**config.mk**
```make
export PLATFORM = sky130hd
export DESIGN_NAME = tft_bus_arbiter_flat
export DESIGN_NICKNAME = d
export VERILOG_FILES = /design/src/rtl/tft_pkg.sv /design/src/rtl/tft_bus_arbiter_if.sv /design/src/rtl/tft_rr_picker.sv /design/src/rtl/tft_bus_arbiter.sv /design/src/flat_wrapper.sv
export SDC_FILE = /design/constraint.sdc
export NUM_CORES = 1
export LEC_CHECK = 0
export ABC_AREA = 1
export CORE_MARGIN = 2
export CORE_UTILIZATION = 46
export CTS_CLUSTER_DIAMETER = 120
export CTS_CLUSTER_SIZE = 40
export DETAILED_ROUTE_END_ITERATION = 10
export GPL_TIMING_DRIVEN = 0
export PLACE_DENSITY = 0.8
export SLEW_MARGIN = 20
export SYNTH_ARGS = -nofsm -noshare
export SYNTH_HDL_FRONTEND = slang
export SYNTH_SLANG_ARGS = --single-unit
```
**constraint.sdc**
```tcl
create_clock -name clk -period 1.77 [get_ports clk]
set_clock_uncertainty 0.1 [all_clocks]
set_input_delay 0.354 -clock clk [delete_from_list [all_inputs] [get_ports clk]]
set_output_delay 0.354 -clock clk [all_outputs]
set_load 0.02 [all_outputs]
```
**src/rtl/tft_pkg.sv**
```systemverilog
// Shared TFT definitions: byte width, D/C select values and the bus arbiter state encoding.
// Used by the arbiter, tft_init and scene_exhibitor.
package tft_pkg;

   localparam int unsigned TFT_DATA_W = 8;

   localparam logic DC_CMD  = 1'b0;
   localparam logic DC_DATA = 1'b1;

   typedef enum logic [1:0] {
      ARB_IDLE,
      ARB_GRANT,
      ARB_DRAIN
   } arb_state_e;

   // Index width that stays legal for a single requester.
   function automatic int unsigned id_width(int unsigned n);
      return (n > 1) ? $clog2(n) : 1;
   endfunction

endpackage

```
**src/rtl/tft_bus_arbiter_if.sv**
```systemverilog
// Requester-side and SPI-side signals of the TFT bus arbiter.
// The arbiter takes the slave view; the requesters/tft_spi side takes the master view.
interface tft_bus_arbiter_if #(
   parameter int unsigned N_REQ  = 4,
   parameter int unsigned DATA_W = tft_pkg::TFT_DATA_W
) ();
   import tft_pkg::*;

   localparam int unsigned ID_W = id_width(N_REQ);

   logic [N_REQ-1:0]        req;
   logic [N_REQ*DATA_W-1:0] req_data;
   logic [N_REQ-1:0]        req_dc;
   logic [N_REQ-1:0]        req_transmit;
   logic [N_REQ-1:0]        gnt;
   logic [N_REQ-1:0]        req_tft_busy;
   logic [DATA_W-1:0]       spi_data;
   logic                    spi_dc;
   logic                    spi_transmit;
   logic                    spi_busy;
   logic [ID_W-1:0]         owner_id;
   logic                    timeout;

   modport slave (
      input  req, req_data, req_dc, req_transmit, spi_busy,
      output gnt, req_tft_busy, spi_data, spi_dc, spi_transmit, owner_id, timeout
   );

   modport master (
      output req, req_data, req_dc, req_transmit, spi_busy,
      input  gnt, req_tft_busy, spi_data, spi_dc, spi_transmit, owner_id, timeout
   );

endinterface

```
**src/rtl/tft_rr_picker.sv**
```systemverilog
// Combinational winner picker: fixed priority (lowest index) or round-robin starting
// after the last winner. Produces a one-hot winner, its index and a valid flag.
module tft_rr_picker import tft_pkg::*; #(
   parameter int unsigned N_REQ = 4,
   parameter int unsigned ID_W  = id_width(N_REQ)
) (
   input  logic [N_REQ-1:0] req,
   input  logic [ID_W-1:0]  last,
   input  logic             rr_mode,
   output logic [N_REQ-1:0] winner,
   output logic [ID_W-1:0]  winner_id,
   output logic             valid
);

   always_comb begin
      int unsigned j;
      j         = 0;
      winner    = '0;
      winner_id = '0;
      valid     = 1'b0;
      for (int unsigned k = 0; k < N_REQ; k++) begin
         j = rr_mode ? (32'(last) + 32'd1 + k) % N_REQ : k;
         if (!valid && req[ID_W'(j)]) begin
            valid     = 1'b1;
            winner_id = ID_W'(j);
         end
      end
      if (valid) winner[winner_id] = 1'b1;
   end

endmodule

```
**src/rtl/tft_bus_arbiter.sv**
```systemverilog
// Shares one tft_spi transmitter among N_REQ sources: locks the bus for a whole burst,
// forwards the owner's strobes, and revokes stalled grants with a watchdog.
module tft_bus_arbiter import tft_pkg::*; #(
   parameter int unsigned N_REQ      = 4,
   parameter int unsigned DATA_W     = TFT_DATA_W,
   parameter int unsigned RR_MODE    = 0,
   parameter int unsigned IDLE_LIMIT = 4096
) (
   input logic              clk,
   input logic              rst,
   tft_bus_arbiter_if.slave bus
);

   localparam int unsigned ID_W  = id_width(N_REQ);
   localparam int unsigned CNT_W = (IDLE_LIMIT > 0) ? $clog2(IDLE_LIMIT + 1) : 1;
   localparam logic [CNT_W-1:0] LIMIT    = CNT_W'(IDLE_LIMIT);
   localparam logic [CNT_W-1:0] LIMIT_M1 = CNT_W'(IDLE_LIMIT - 1);

   arb_state_e        state;
   logic [N_REQ-1:0]  gnt_q;
   logic [ID_W-1:0]   owner_q;
   logic [ID_W-1:0]   last_q;
   logic [CNT_W-1:0]  idle_cnt;
   logic [DATA_W-1:0] data_q;
   logic              dc_q;
   logic              tx_q;
   logic              timeout_q;

   logic [N_REQ-1:0]  pick;
   logic [ID_W-1:0]   pick_id;
   logic              pick_valid;
   logic [N_REQ-1:0]  busy_vec;
   logic              own_req;
   logic              accept;

   tft_rr_picker #(
      .N_REQ (N_REQ),
      .ID_W  (ID_W)
   ) u_picker (
      .req       (bus.req),
      .last      (last_q),
      .rr_mode   (RR_MODE != 0),
      .winner    (pick),
      .winner_id (pick_id),
      .valid     (pick_valid)
   );

   // tx_q term covers the cycle before tft_spi raises busy, so the owner cannot double-strobe.
   assign busy_vec = ~gnt_q | {N_REQ{bus.spi_busy | tx_q}};
   assign own_req  = bus.req[owner_q];
   assign accept   = bus.req_transmit[owner_q] & ~busy_vec[owner_q];

   always_ff @(posedge clk) begin
      if (!rst) begin
         state     <= ARB_IDLE;
         gnt_q     <= '0;
         owner_q   <= '0;
         last_q    <= ID_W'(N_REQ - 1);
         idle_cnt  <= '0;
         data_q    <= '0;
         dc_q      <= 1'b0;
         tx_q      <= 1'b0;
         timeout_q <= 1'b0;
      end else begin
         tx_q      <= 1'b0;
         timeout_q <= 1'b0;
         case (state)
            ARB_IDLE: begin
               if (!bus.spi_busy && pick_valid) begin
                  gnt_q    <= pick;
                  owner_q  <= pick_id;
                  last_q   <= pick_id;
                  idle_cnt <= '0;
                  state    <= ARB_GRANT;
               end
            end
            ARB_GRANT: begin
               if (!own_req) begin
                  gnt_q <= '0;
                  state <= ARB_DRAIN;
               end else if (accept) begin
                  tx_q     <= 1'b1;
                  data_q   <= bus.req_data[owner_q*DATA_W +: DATA_W];
                  dc_q     <= bus.req_dc[owner_q];
                  idle_cnt <= '0;
               end else if (IDLE_LIMIT != 0) begin
                  if (idle_cnt == LIMIT_M1) begin
                     idle_cnt  <= LIMIT;
                     timeout_q <= 1'b1;
                     gnt_q     <= '0;
                     state     <= ARB_DRAIN;
                  end else if (idle_cnt != LIMIT) begin
                     idle_cnt <= idle_cnt + 1'b1;
                  end
               end
            end
            ARB_DRAIN: begin
               if (!bus.spi_busy && !tx_q) state <= ARB_IDLE;
            end
            default: state <= ARB_IDLE;
         endcase
      end
   end

   assign bus.gnt          = gnt_q;
   assign bus.req_tft_busy = busy_vec;
   assign bus.spi_data     = data_q;
   assign bus.spi_dc       = dc_q;
   assign bus.spi_transmit = tx_q;
   assign bus.owner_id     = owner_q;
   assign bus.timeout      = timeout_q;

endmodule
```
**src/flat_wrapper.sv**
```systemverilog
// flat-port wrapper written by rule: the top's interface ports become plain ports
module tft_bus_arbiter_flat import tft_pkg::*;
#(
   parameter int unsigned N_REQ      = 4,
   parameter int unsigned DATA_W     = TFT_DATA_W,
   parameter int unsigned RR_MODE    = 0,
   parameter int unsigned IDLE_LIMIT = 4096
)
  (clk, rst, bus_req, bus_req_data, bus_req_dc, bus_req_transmit, bus_spi_busy, bus_gnt, bus_req_tft_busy, bus_spi_data, bus_spi_dc, bus_spi_transmit, bus_owner_id, bus_timeout);
  tft_bus_arbiter_if #(.N_REQ(N_REQ), .DATA_W(DATA_W)) bus_i ();
  input logic clk;
  input logic rst;
  input wire logic [$bits(bus_i.req)-1:0] bus_req;
  input wire logic [$bits(bus_i.req_data)-1:0] bus_req_data;
  input wire logic [$bits(bus_i.req_dc)-1:0] bus_req_dc;
  input wire logic [$bits(bus_i.req_transmit)-1:0] bus_req_transmit;
  input wire logic [$bits(bus_i.spi_busy)-1:0] bus_spi_busy;
  output wire logic [$bits(bus_i.gnt)-1:0] bus_gnt;
  output wire logic [$bits(bus_i.req_tft_busy)-1:0] bus_req_tft_busy;
  output wire logic [$bits(bus_i.spi_data)-1:0] bus_spi_data;
  output wire logic [$bits(bus_i.spi_dc)-1:0] bus_spi_dc;
  output wire logic [$bits(bus_i.spi_transmit)-1:0] bus_spi_transmit;
  output wire logic [$bits(bus_i.owner_id)-1:0] bus_owner_id;
  output wire logic [$bits(bus_i.timeout)-1:0] bus_timeout;
  assign bus_i.req = bus_req;
  assign bus_i.req_data = bus_req_data;
  assign bus_i.req_dc = bus_req_dc;
  assign bus_i.req_transmit = bus_req_transmit;
  assign bus_i.spi_busy = bus_spi_busy;
  assign bus_gnt = bus_i.gnt;
  assign bus_req_tft_busy = bus_i.req_tft_busy;
  assign bus_spi_data = bus_i.spi_data;
  assign bus_spi_dc = bus_i.spi_dc;
  assign bus_spi_transmit = bus_i.spi_transmit;
  assign bus_owner_id = bus_i.owner_id;
  assign bus_timeout = bus_i.timeout;
  tft_bus_arbiter #(.N_REQ(N_REQ), .DATA_W(DATA_W), .RR_MODE(RR_MODE), .IDLE_LIMIT(IDLE_LIMIT)) u_core (.clk(clk), .rst(rst), .bus(bus_i));
endmodule
```
==> results by group <==
Power
  • P per Cell Area: 651 mW/mm2
  • Sequential fraction of design power: 0.391
  • Int Pwr: roughly 1.4 mW
  • Comb pwr share: 0.261
  • Peak supply drop: 0.524 mV
  • P_sw: slightly below 600 uW
  • Switching share of total power: 0.291
  • Pleak: 1.30 nW
  • Clock Power Share: 0.348

STA
  • Slew margin rel.: 0.700
  • Final Slew Violations: 0
  • Min Tclk post-route: 1.73 ns
  • Min Hold Slack: roughly 0.34 ns
  • Least-Margin Pin Slew: 0.451 ns
  • Fmax: 577 MHz
  • Setup ws final: 0.0371 ns
  • Final period utilization: 0.979
  • Setup violators final: 0
  • Final hold vios: 0

Logic synthesis
  • Post-synthesis cell count: 328
  • Area contributors post-synth: dfxtp_1, nor2_1, nand2_1
  • EDFF count, synth: 0
  • Post-synth cell types: 26
  • #FFs+latches synth: 32
  • Ys async rst share: 0
  • Post-Syn Area: 0.00208 mm2
  • Synth area leader: dfxtp_1
  • Ys Warns: 0
  • Syn_area_per_cell: 6.35 um2
  • Post-synth net total: 377
  • Post-synth top flop: dfxtp_1
  • Sequential share of the synthesized area: 0.308
  • Top-count cell post-synth: nor2_1
  • Yosys top cell area share: 0.308
  • Most frequent cells after synthesis: nor2_1, nand2_1, dfxtp_1

Clock tree
  • CTS tree: yes
  • CTS root buf: clkbuf_8
  • Latest clock arrival within the worst-skew pair: 0.29 ns
  • Clock sinks: 32
  • Clock Tree Buf Depth: 2
  • Clock transition at path regs: 0.07 ns
  • TritonCTS Buffers: 5
  • Hold-fix buffers, CTS: 0
  • H-tree lvl count: 2

Placement
  • Dpl cell area: 0.00282 mm2
  • Final HPWL DP: 4350 um
  • DP Worst Slack: -0.353 ns
  • PortBufs: 67
  • GPL Wtd Cong: 0.913
  • Placed Cells: around 450

Detailed routing
  • Wire per inst: 12.7 um
  • Total iterations of the first detailed-routing run: 4
  • Vias: 2365
  • Initial DRC count: 136
  • Final WL: between 5000 and 6000 um
  • Remaining DRCs: 0
  • Post-DRT Antenna Nets: 0
  • Avg Vias per Cell: just over 5

Critical path
  • Setup crit start kind: flop
  • Crit-path slowest cell: clkdlybuf4s50_1
  • Worst reg2reg path depth: 11
  • CP Cell Sequence: clkdlybuf4s50_1
  • Worst path bufs/invs: 1
  • WS Path Type: reg2out
  • Crit end category: primary output
  • Worst-path maximum fanout: 4
  • Critical Path RT: 1.32 ns
  • CP max stage delay: roughly 0.62 ns
  • Family with the most delay on the worst path: buffers and inverters
  • Levels on crit path: 1
  • Arrival @ worst endpoint: around 1.3 ns

Final layout
  • Post-Layout Cell Count: 464
  • Share of layout cells above drive strength 1: 0.170
  • Design Area, Final: 0.00305 mm2
  • Antenna cell count: 0
  • Area Overhead vs Synth: 46.5%
  • Fin util: 0.701
  • Nets@finish: 460

Floorplan
  • Core ar.: 0.00435 mm2
  • Starting density of the core: 0.478
  • Total Die Area: 0.00508 mm2
  • Die height: 71.3 um
  • Top Ports: 68
  • Die span in x: 71.3 um
  • Row Count: 24

GRT
  • Antenna violations before repair: 0
  • Vias in the first global route: 2183
  • First-pass GRT wire length: 9480 um
  • Pin count of the biggest net entering global routing: 11
  • GR Util All Layers: 0.232
  • Grt ovf: 0

Min path
  • Hold Crit Class: in2reg
  • WHS Path Cells: 3

Job
  • Max-Cap Viols: 0

Run status
  • Outcome: completed
## cells by family after synthesis
logic type,count (synthesis),synth area share
and+or+nand+nor,188,0.421
AOI/OAI and AO/OA,59,0.156
buffers and inverters,46,0.0998
DFF,32,0.308
adders and majority gates,2,0.0120
xor gates and xnor gates,1,0.00421
## flip-flops by register name (all words and copies together) (netlist names)
name,flops
u_core.bus.spi_transmit,1
u_core.bus.timeout,1
u_core.bus.owner_id,2
u_core.idle_cnt,13
u_core.state,2
u_core.bus.spi_dc,1
u_core.bus.gnt,4
u_core.bus.spi_data,8
## worst paths after layout
kind	startpoint	end	slack (ns)
worst min-delay path	bus_req[3]	u_core.bus.gnt[3]$_SDFFE_PN0P_	0.34
worst max-delay path	u_core.bus.gnt[1]$_SDFFE_PN0P_	bus_gnt[1]	0.04
worst max register to register	u_core.idle_cnt[1]$_SDFFE_PN0P_	u_core.idle_cnt[7]$_SDFFE_PN0P_	0.09
worst min register to register	u_core.bus.gnt[2]$_SDFFE_PN0P_	u_core.bus.gnt[2]$_SDFFE_PN0P_	0.39
## layer usage
metal / GRT usage / part of all wire
met5: 0 / 0
met4: 0.0566 / 0.010
met3: 0.0577 / 0.055
met2: 0.397 / 0.49
met1: 0.294 / 0.44
## worst reg2reg max path: stages, from the launching register on
cell and delay, ns:
dfxtp_4 0.37, buf_4 0.11, nand2_1 0.07, nor2_2 0.18, nand2_1 0.12, nor2_2 0.15
nand2_1 0.10, nor2_2 0.14, nand3_1 0.10, nand2_1 0.06, nand2_1 0.04, nor2_1 0.08
## power by group through the flow
stage          sequential (mW)  combinational, mW  clock [mW]
3_3_place_gp             0.785              0.484           0
5_1_grt                  0.778              0.570       0.729
3_5_place_dp             0.786              0.488           0
2_1_floorplan            0.792              0.286           0
4_1_cts                  0.770              0.499       0.700
6_report                 0.776              0.518       0.691
## per-stage QoR
stage / TNS (ns) / total power, mW
detailed placement: -9.55 / 1.27
CTS: 0 / 1.97
floorplan: 0 / 1.08
finish: 0 / 1.99
global route: -0.0451 / 2.08
global placement: -9.96 / 1.27
## layout by cell type, fill, tap and decap left out, types with 5 or more instances in the layout
cell type / Yosys / layout
clkdlybuf4s50_1: 0 / 55
nand2_4: 3 / 6
clkbuf_8: 0 / 5
nor2_1: 68 / 67
nand3_1: 23 / 22
nor2_2: 6 / 6
nand4_1: 9 / 9
inv_2: 9 / 9
o21ai_0: 30 / 30
a21oi_1: 14 / 14
dfxtp_1: 32 / 29
inv_1: 26 / 26
buf_4: 0 / 9
dlygate4sd2_1: 0 / 5
o22ai_1: 9 / 9
nand2_1: 61 / 60
## cell type report
type,instances,area (um2)
buffer,11,76.3
clock buffer,6,72.6
clock inverter,2,35.0
fill,354,1300
inverter,35,131
multi-input combinational,250,1280
sequential,32,649
tap,52,65.1
timing repair buffer,76,744
## timing repair
action / CTS / global route
endpoints found under the setup margin: 24 / 29
pin swaps: 2 / 3
resized for setup: 18 / 16
setup buffers: 6 / 3
Note: power is estimated with default switching activity, not from simulation.
